## config.mk

```make
export PLATFORM = sky130hd
export DESIGN_NAME = vc_test_sink_rr_arbiter_flat
export DESIGN_NICKNAME = d
export VERILOG_FILES = /design/src/rtl/vc_test_sink_rr_arbiter_if.sv /design/src/rtl/vc_test_sink_rr_arbiter.sv /design/src/flat_wrapper.sv
export SDC_FILE = /design/constraint.sdc
export NUM_CORES = 1
export LEC_CHECK = 0
export BUFFER_PORTS_ARGS = -buffer_cell sky130_fd_sc_hd__buf_2
export CORE_MARGIN = 2
export CORE_UTILIZATION = 49
export CTS_BUF_LIST = sky130_fd_sc_hd__clkbuf_16
export CTS_CLUSTER_DIAMETER = 30
export CTS_CLUSTER_SIZE = 10
export DETAILED_ROUTE_END_ITERATION = 12
export PLACE_DENSITY = 0.79
export SETUP_SLACK_MARGIN = 0.5
export SKIP_CTS_REPAIR_TIMING = 1
export SLEW_MARGIN = 20
export SYNTH_ARGS = -nofsm -noshare
export SYNTH_HDL_FRONTEND = slang
export SYNTH_SLANG_ARGS = --single-unit
```

## constraint.sdc

```tcl
create_clock -name clk -period 10 [get_ports clk]
set_input_delay 2.5 -clock clk [delete_from_list [all_inputs] [get_ports clk]]
set_output_delay 2.5 -clock clk [all_outputs]
set_load 0.02 [all_outputs]
```

## src/rtl/vc_test_sink_rr_arbiter_if.sv

```systemverilog
// Val/rdy bundle between N upstream sources, the round-robin arbiter and
// one downstream test sink. The slave modport is the arbiter's view and
// the master modport is the harness view that drives sources and the sink.
interface vc_test_sink_rr_arbiter_if #(
    parameter int p_msg_nbits = 8,
    parameter int p_num_reqs  = 4,
    parameter int p_id_nbits  = 2
);
    logic [p_num_reqs-1:0]             in_val;
    logic [p_num_reqs-1:0]             in_rdy;
    logic [p_num_reqs*p_msg_nbits-1:0] in_msg;
    logic                              out_val;
    logic                              out_rdy;
    logic [p_msg_nbits-1:0]            out_msg;
    logic [p_id_nbits-1:0]             out_id;
    logic [31:0]                       num_xfers;

    modport slave (
        input  in_val, in_msg, out_rdy,
        output in_rdy, out_val, out_msg, out_id, num_xfers
    );

    modport master (
        output in_val, in_msg, out_rdy,
        input  in_rdy, out_val, out_msg, out_id, num_xfers
    );
endinterface

```

## src/rtl/vc_test_sink_rr_arbiter.sv

```systemverilog
// Round-robin arbiter feeding one val/rdy test sink from p_num_reqs sources.
// The winner is captured in a one-entry buffer together with its source
// index, so the sink side can check ordering per source. The buffer can be
// refilled on the same edge it drains, sustaining one message per cycle.
module vc_test_sink_rr_arbiter #(
    parameter int p_msg_nbits = 8,
    parameter int p_num_reqs  = 4,
    parameter int p_id_nbits  = 2
) (
    input logic                     clk,
    input logic                     reset,
    vc_test_sink_rr_arbiter_if.slave bus
);

    localparam logic [0:0] ST_EMPTY = 1'b0;
    localparam logic [0:0] ST_FULL  = 1'b1;

    localparam logic [p_id_nbits-1:0] LAST_ID = p_id_nbits'(p_num_reqs - 1);

    // Buffer stage registers
    logic [0:0]             state_p1;
    logic [p_msg_nbits-1:0] msg_p1;
    logic [p_id_nbits-1:0]  id_p1;
    logic [p_id_nbits-1:0]  ptr;
    logic [31:0]            xfer_cnt;

    logic                   vld_p1;
    logic                   deq;
    logic                   accept;
    logic                   any_val;
    logic                   enq;
    logic [p_num_reqs-1:0]  rot_val;
    int                     offset;
    int                     grant_sum;
    logic [p_id_nbits-1:0]  grant;
    logic [p_id_nbits-1:0]  ptr_nxt;
    logic [p_msg_nbits-1:0] sel_msg;
    logic [p_num_reqs-1:0]  in_rdy_c;

    assign vld_p1  = (state_p1 == ST_FULL);
    assign deq     = vld_p1 & bus.out_rdy;
    assign accept  = ~vld_p1 | deq;
    assign any_val = |bus.in_val;
    // While reset is held nothing is accepted, so no source sees a handshake.
    assign enq     = reset & any_val & accept;

    // Rotate requests so the search always starts at bit 0, take the lowest
    // set bit, then rotate the offset back into a requester index.
    always_comb begin
        rot_val   = p_num_reqs'({bus.in_val, bus.in_val} >> ptr);
        offset    = 0;
        grant_sum = 0;
        for (int k = p_num_reqs - 1; k >= 0; k--) begin
            if (rot_val[k]) begin
                offset = k;
            end
        end
        grant_sum = int'(ptr) + offset;
        if (grant_sum >= p_num_reqs) begin
            grant_sum = grant_sum - p_num_reqs;
        end
        grant = p_id_nbits'(grant_sum);
    end

    // Priority moves to the requester just after the winner, wrapping at the end.
    always_comb begin
        ptr_nxt = (grant == LAST_ID) ? '0 : grant + p_id_nbits'(1);
    end

    // Select the winner's message and raise ready for the winner only.
    always_comb begin
        sel_msg  = '0;
        in_rdy_c = '0;
        for (int i = 0; i < p_num_reqs; i++) begin
            if (grant == p_id_nbits'(i)) begin
                sel_msg     = bus.in_msg[i*p_msg_nbits +: p_msg_nbits];
                in_rdy_c[i] = enq & bus.in_val[i];
            end
        end
    end

    // Buffer fill/drain and priority pointer update; a fill wins over a drain.
    always_ff @(posedge clk or negedge reset) begin
        if (!reset) begin
            state_p1 <= ST_EMPTY;
            msg_p1   <= '0;
            id_p1    <= '0;
            ptr      <= '0;
        end else if (enq) begin
            state_p1 <= ST_FULL;
            msg_p1   <= sel_msg;
            id_p1    <= grant;
            ptr      <= ptr_nxt;
        end else if (deq) begin
            state_p1 <= ST_EMPTY;
        end
    end

    // Count completed output handshakes; wraps naturally at 2^32.
    always_ff @(posedge clk or negedge reset) begin
        if (!reset) begin
            xfer_cnt <= '0;
        end else if (deq) begin
            xfer_cnt <= xfer_cnt + 32'd1;
        end
    end

    assign bus.in_rdy    = in_rdy_c;
    assign bus.out_val   = vld_p1;
    assign bus.out_msg   = msg_p1;
    assign bus.out_id    = id_p1;
    assign bus.num_xfers = xfer_cnt;

endmodule
```

## src/flat_wrapper.sv

```systemverilog
// flat-port wrapper written by rule: the top's interface ports become plain ports
module vc_test_sink_rr_arbiter_flat 
#(
    parameter int p_msg_nbits = 8,
    parameter int p_num_reqs  = 4,
    parameter int p_id_nbits  = 2
)
  (clk, reset, bus_in_val, bus_in_msg, bus_out_rdy, bus_in_rdy, bus_out_val, bus_out_msg, bus_out_id, bus_num_xfers);
  vc_test_sink_rr_arbiter_if #(.p_msg_nbits(p_msg_nbits), .p_num_reqs(p_num_reqs), .p_id_nbits(p_id_nbits)) bus_i ();
  input logic clk;
  input logic reset;
  input wire logic [$bits(bus_i.in_val)-1:0] bus_in_val;
  input wire logic [$bits(bus_i.in_msg)-1:0] bus_in_msg;
  input wire logic [$bits(bus_i.out_rdy)-1:0] bus_out_rdy;
  output wire logic [$bits(bus_i.in_rdy)-1:0] bus_in_rdy;
  output wire logic [$bits(bus_i.out_val)-1:0] bus_out_val;
  output wire logic [$bits(bus_i.out_msg)-1:0] bus_out_msg;
  output wire logic [$bits(bus_i.out_id)-1:0] bus_out_id;
  output wire logic [$bits(bus_i.num_xfers)-1:0] bus_num_xfers;
  assign bus_i.in_val = bus_in_val;
  assign bus_i.in_msg = bus_in_msg;
  assign bus_i.out_rdy = bus_out_rdy;
  assign bus_in_rdy = bus_i.in_rdy;
  assign bus_out_val = bus_i.out_val;
  assign bus_out_msg = bus_i.out_msg;
  assign bus_out_id = bus_i.out_id;
  assign bus_num_xfers = bus_i.num_xfers;
  vc_test_sink_rr_arbiter #(.p_msg_nbits(p_msg_nbits), .p_num_reqs(p_num_reqs), .p_id_nbits(p_id_nbits)) u_core (.clk(clk), .reset(reset), .bus(bus_i));
endmodule
```

==> results.ini, run 1 <==
[run_status]
status=finished clean

[critical_path]
critPathKind=input port to primary output
r2r_start=u_core.ptr[0]
cp.arrival_ns=4.65
critPathLaunchType=input port
required_ns=7.50
regToRegSetupSlack_ns=6.83
crit_start=bus_in_val[0]
crit_fanout=12
critPathCaptureType=primary output

[global_routing]
grt_pass1_wl_um=8780
grt.overflow.total=0
antenna_found_initial=0
grt_max_degree=47
grt_pass1_vias=1934
track_usage_pct=19.9

[power_and_ir_drop]
leakage_nw=1.56
p_total_w=0.000793
vdd_drop_max_uv=178
p_per_area_nw_per_um2=252

[logic_synthesis]
yosysSeqAreaShare_pct=44.5
synth.cell_area_sq_um=2530
syn_inst=249
yosys.cell_types.count=40
synth_ff_type=dfrtp_1
yosys_warnings=0
async_flop_share_pct=100
ys_seq_elements=45
synth-edff-count=0
syn-num-nets=294
syn-mean-instance-area_sq_um=10.2

[route]
wl_met2_um=2650
totalWireLength_um=5570
postRouteAntennaNets=0
drt-met1-wl_um=2580
dr.first_iter.drc_count=123
via_per_inst=5.43
drc=0
wl_per_cell_um=13.9
vias=2173
wl_met3_um=246
drtPass1Iterations=4
dr.max_layer_used=met4

[cells_and_area]
fillers=427
seqCellArea_sq_um=1130
stdcell_count=400
multiInputGateArea_sq_um=1330
antenna_cells=0
final_nets=374
drive_above_1_share_pct=33.6
area_growth_pct=24.2

[floorplan]
pin_count=86
design.die.area_sq_um=5760
die_h_um=75.9
core_sq_um=5040
die_w_um=75.9
initial_utilization_pct=50.2
row_count=26

[cts]
cts.reportedPaths.clkPinSlew_ns=0.06
cts.sinks=45
root_buffer=clkbuf_16
cts_tree=done
clk_latency_ns=0.28
numCtsBuffers=5
htreeDepth=2
clock_path_buffers=2

[hold_path]
min_from=u_core.bus.num_xfers[31]
hold_class=register to register

[sta]
fin_tns_setup_ns=0
slew_violations=0
rsz0062_at_grt=false
hold_viol_final=0
max_freq_ghz=0.140
setup_viol_count_final=0
skew_ns=0.00381
final.period_utilization_pct=71.5
fin_crit_ns=7.15
timing.slew.headroom_pct=52.7
tightest_slew_ns=0.708

[run]
maxCapViolations=0

[placement]
place.gp.congestion=0.886
dpl.cell_count=392
dp_hpwl_um=4110
portBuffers=85

through the flow:
stage	area, sq um	util, %	hold slack [ns]	setup WS [ns]
final	3150	62.4	0.468	2.85
after global placement	3010	59.6	0.459	2.92
after floorplan	2530	-	0.578	2.92
after CTS	3150	62.4	0.469	2.87
after global routing	3150	62.4	0.476	2.65
after detailed placement	3010	59.6	0.461	2.86
final timing paths:
kind / end / cells after the start
max: bus_in_rdy[3] / 12
min: u_core.bus.num_xfers[31] / 1
max reg2reg: u_core.bus.out_msg[3] / 13
min reg2reg: u_core.bus.num_xfers[31] / 1
max in group asynchronous: u_core.ptr[1] / 2
min in group asynchronous: u_core.bus.num_xfers[13] / 2
layout make-up:
class                           instances  share of cell area [%]
Sequential cell                        45                    35.8
Multi-Input combinational cell        185                    42.4
Inverter                                5                   0.597
Clock buffer                            5                    3.98
Clock inverter                          3                   0.477
Timing Repair Buffer                   87                    14.0
Tap cell                               70                    2.78
kinds of logic (layout without fill, tap and decap cells):
kind of cell	Yosys count	in the layout	share of synthesized area [%]
flip-flops	45	45	44.5
adder cells (fa/ha/maj)	6	6	2.96
AND/OR/NAND/NOR	107	107	25.7
multiplexers	4	4	1.78
XOR/XNOR	32	32	11.1
AO/OA/AOI/OAI	36	36	11.1
buffers and inverters	19	100	2.91
worst max-delay path, stage by stage:
cell      delay, ns
buf_2          0.15
nor2_1         0.06
a221o_1        0.34
nand2_1        0.07
o221ai_1       0.10
ha_1           0.21
xor2_1         0.17
nand3_1        0.14
nand2_1        0.13
ha_1           0.41
and3_1         0.21
buf_2          0.16
power by group:
group / internal (W) / switching (W)
Sequential: 0.000219 / 0.0000376
Combinational: 0.000165 / 0.000216
Clock: 0.0000907 / 0.0000645
Total: 0.000475 / 0.000318
metal layers:
layer	global-route usage, %	vias to the layer above
met3	3.97	10
met4	7.41	0
met2	31.8	54
met5	0	-
li1	-	1088
met1	26.9	1021
cells in the final DEF (no fill, tap or decap), types with 2 or more instances in the layout:
cell       instances
buf_2             85
dfrtp_1           45
nand2_1           25
xor2_1            17
xnor2_1           15
nor2_1            13
nand3_1           12
nand4_1            9
a221o_1            8
a31oi_1            8
inv_1              7
and3_1             7
nor4_2             7
o211ai_1           7
and4_1             6
nor4_1             6
ha_1               6
nor2b_1            5
clkbuf_16          5
o21ai_0            4
mux2_2             4
nor3_1             3
nor3b_1            3
o221ai_1           2
and2_1             2
or4_4              2
a21oi_1            2
buf_4              2
synthesized netlist by cell type, types with 3 or more instances:
cell,number,share of area (%)
nand3_1,12,2.4
nor4_1,6,1.5
nor2b_1,5,1.2
nor4_2,7,3.5
a31oi_1,8,2.0
nor2_1,13,1.9
o211ai_1,7,2.1
nor3_1,3,0.59
nand4_1,9,2.2
o21ai_0,4,0.79
inv_1,5,0.74
xnor2_1,15,5.2
nand2_1,25,3.7
nor3b_1,3,0.89
a221o_1,8,3.2
and3_1,7,1.7
dfrtp_1,45,44
xor2_1,17,5.9
mux2_2,4,1.8
ha_1,6,3.0
clkbuf_1,11,1.6
and4_1,6,2.1
state kept, by name (all words and copies together) (netlist names):
register,cells
u_core.bus.num_xfers,32
u_core.bus.out_id,2
u_core.bus.out_msg,8
u_core.bus.out_val,1
u_core.ptr,2
Note: power is estimated with default switching activity, not from simulation.
==> run 2: changes to the inputs <==
- ABC_AREA: default -> 1
- CORE_UTILIZATION: 49 -> 47
- PLACE_DENSITY: 0.79 -> 0.78
- clock period: 10 -> 6.5 ns (I/O delays scaled with it)
==> results.ini, run 2 <==
[run_status]
status=finished clean

[route]
totalWireLength_um=6560  ; +18%
dr.first_iter.drc_count=143  ; +16%
drtPass1Iterations=4  ; unchanged
drc=0  ; unchanged
vias=2661  ; +22%
postRouteAntennaNets=0  ; unchanged
wl_per_cell_um=12.2  ; -12%
via_per_inst=4.96  ; -8.6%

[logic_synthesis]
syn-mean-instance-area_sq_um=7.47  ; -27%
syn-num-nets=419  ; +43%
synth.top_cells.by_count=nand2_1 (124), nor2_1 (48), dfrtp_1 (45), inv_1 (32), nand3_1 (21)
yosysSeqAreaShare_pct=40.3  ; -4.2 points
async_flop_share_pct=100  ; unchanged
synth.cell_area_sq_um=2800  ; +10%
ys_seq_elements=45  ; unchanged
synth_ff_type=dfrtp_1
synth_most_common_cell=nand2_1
netlist.area_leader.share_pct=40.3  ; -4.2 points
synth-edff-count=0  ; unchanged
yosys_warnings=0  ; unchanged
synth_area_leaders=dfrtp_1 (40%), nand2_1 (17%), nor2_1 (6.4%)
netlist.top_cell.by_area=dfrtp_1
yosys.cell_types.count=29  ; -28%
syn_inst=374  ; +50%

[sta]
setup_viol_count_final=0  ; unchanged
skew_ns=0.00871  ; +0.00490 ns
tightest_slew_ns=0.674  ; -0.0336 ns
max_freq_ghz=0.185
layout_setup_ws_ns=1.10  ; -1.75 ns
fin_crit_ns=5.40
rsz0062_at_grt=false
slew_violations=0  ; unchanged
timing.slew.headroom_pct=54.6  ; +2.0 points
fin_tns_setup_ns=0  ; unchanged
final.period_utilization_pct=83.1
hold_viol_final=0  ; unchanged

[floorplan]
pin_count=86  ; unchanged
design.die.area_sq_um=6580  ; +14%
row_count=28  ; +7.7%
die_w_um=81.1  ; +6.9%
core_sq_um=5850  ; +16%
initial_utilization_pct=47.8  ; -2.4 points
die_h_um=81.1  ; +6.9%

[hold_path]
hold_class=register to register

[placement]
place.gp.congestion=0.836  ; -5.6%
place_ws_ns=1.16  ; -1.71 ns
placed_cell_area_sq_um=3280  ; +9.2%
portBuffers=85  ; unchanged
dp_hpwl_um=5090  ; +24%

[cells_and_area]
layout_common_cells=nand2_1 (124), buf_2 (85), nor2_1 (48), dfrtp_1 (45), inv_1 (32)
largest_register_ffs=32  ; unchanged
area_growth_pct=22.7
final_area_sq_um=3430  ; +9.0%
drive_above_1_share_pct=23.9  ; -9.8 points
fillers=559  ; +31%
final_nets=505  ; +35%
antenna_cells=0  ; unchanged
final_common_cell=nand2_1

[cts]
root_buffer=clkbuf_16
htreeDepth=2  ; unchanged
numCtsBuffers=5  ; unchanged
clk_latency_ns=0.29  ; about the same
cts.reportedPaths.clkPinSlew_ns=0.06  ; about the same
cts.sinks=45  ; unchanged
cts_tree=done
clock_path_buffers=2  ; unchanged

[global_routing]
grt_max_degree=46  ; -2.1%
grt_pass1_vias=2561  ; +32%
antenna_found_initial=0  ; unchanged
grt.overflow.total=0  ; unchanged
track_usage_pct=21.5  ; +1.6 points
grt_pass1_wl_um=11000  ; +25%

[critical_path]
critPathLaunchType=input port
crit_fanout=17  ; +5
cp.arrival_ns=3.78  ; -0.87 ns
required_ns=4.88  ; -2.62 ns
crit_path_cell_trace=buf_2, nand2_1, nand3_1, nand2_1, nand3_1, a21boi_0, ha_1, xor2_1, nand2_1, nand2_1, ha_1, nand2_1, nor2_1, buf_2
critPathMaxStageDelay_ns=0.51  ; +0.10 ns
cp_slowest_cell=ha_1
critPathKind=input port to primary output
regToRegSetupSlack_ns=3.50  ; -3.33 ns
crit_buf_inv=2  ; unchanged
critPathCaptureType=primary output
critical_path.most_common_cell=nand2_1
crit_family=simple AND/OR/NAND/NOR gates

[power_and_ir_drop]
power.internal_w=0.000724  ; +52%
leakage_nw=1.80  ; +16%
p_total_w=0.00133  ; +67%
vdd_drop_max_uv=357  ; +100%
p_seq_share_pct=29.2  ; -3.2 points
p_sw_w=0.000603  ; +89%
swShare_pct=45.4  ; +5.3 points
p_per_area_nw_per_um2=387  ; +53%
clock_power_share_pct=19.1  ; -0.5 points
power_frac_comb_pct=51.7  ; +3.7 points

[run]
maxCapViolations=0  ; unchanged

-- run 2: cell types whose count changed after synthesis, moves of 7 or more --
cell	delta
a221o_1	-8
o211ai_1	-7
clkbuf_1	-9
and3_1	-7
nand3_1	+9
o21ai_0	+12
a31oi_1	-8
nand2_1	+99
a22oi_1	+8
nor2_1	+35
inv_1	+27
nor4_2	-7
-- run 2: kinds of logic after synthesis --
group           after synthesis  synth area share, %
compound gates               39                 7.79
xor+xnor                     24                 7.52
fa+ha+maj                     6                 2.69
buf+inv                      41                 5.95
flops                        45                 40.3
simple gates                219                 35.8
-- run 2: path summary, 6_finish.rpt --
path / startpoint / end / cells after the start
hold / removal: u_core.bus.out_id[1] / u_core.bus.out_id[1] / 2
max in group asynchronous: reset / u_core.bus.num_xfers[25] / 2
hold reg to reg: u_core.bus.out_id[1] / u_core.bus.out_id[1] / 2
setup reg to reg: u_core.ptr[0] / u_core.bus.out_msg[1] / 17
min in group asynchronous: reset / u_core.bus.num_xfers[15] / 2
setup / recovery: bus_in_val[1] / bus_in_rdy[2] / 14
-- run 2: power groups by stage --
stage	registers [W]	clock network [W]	logic (W)
after floorplan	0.000445	0	0.000458
after global placement	0.000390	0	0.000662
after detailed placement	0.000392	0	0.000678
after CTS	0.000389	0.000257	0.000684
after global routing	0.000398	0.000266	0.000787
final	0.000388	0.000253	0.000686
-- run 2: worst register-to-register path, stage by stage (launching register included) --
cell and delay (ns):
dfrtp_1 0.44, inv_1 0.13, nand2_1 0.09, nand3_1 0.07
nand2_1 0.10, nand3_1 0.07, a21boi_0 0.18, ha_1 0.20
xor2_1 0.20, nand2_1 0.07, nand2_1 0.13, inv_1 0.08
ha_1 0.30, nor2_2 0.31, nand2_1 0.09, a22oi_1 0.16
o21ai_0 0.12, o21ai_0 0.19
-- run 2: final cells by class --
type                       instances  area [sq um]  share of cell area, %
sequential                        45          1130                   32.8
inverter                          34           128                   3.72
timing repair buffer              86           433                   12.6
clock inverter                     3          21.3                  0.620
tap                               75          93.8                   2.74
multi-input combinational        288          1500                   43.8
clock buffer                       5           125                   3.65
-- run 2: per-stage QoR --
| stage | utilization, % | hold slack [ns] | cells |
|---|---|---|---|
| 2_1_floorplan | - | 0.590 | 374 |
| 3_3_place_gp | 56.1 | 0.460 | 528 |
| 3_5_place_dp | 56.1 | 0.469 | 528 |
| 4_1_cts | 58.6 | 0.486 | 536 |
| 5_1_grt | 58.6 | 0.508 | 536 |
| 6_report | 58.6 | 0.473 | 536 |
-- run 2: routing by layer --
layer  part of all wire (%)  routed length (um)  track usage, %
met1                     42                2760            25.2
met2                     49                3200            36.9
met3                    7.1                 467            6.22
met4                    2.0                 131            8.47
met5                      0                   0               0
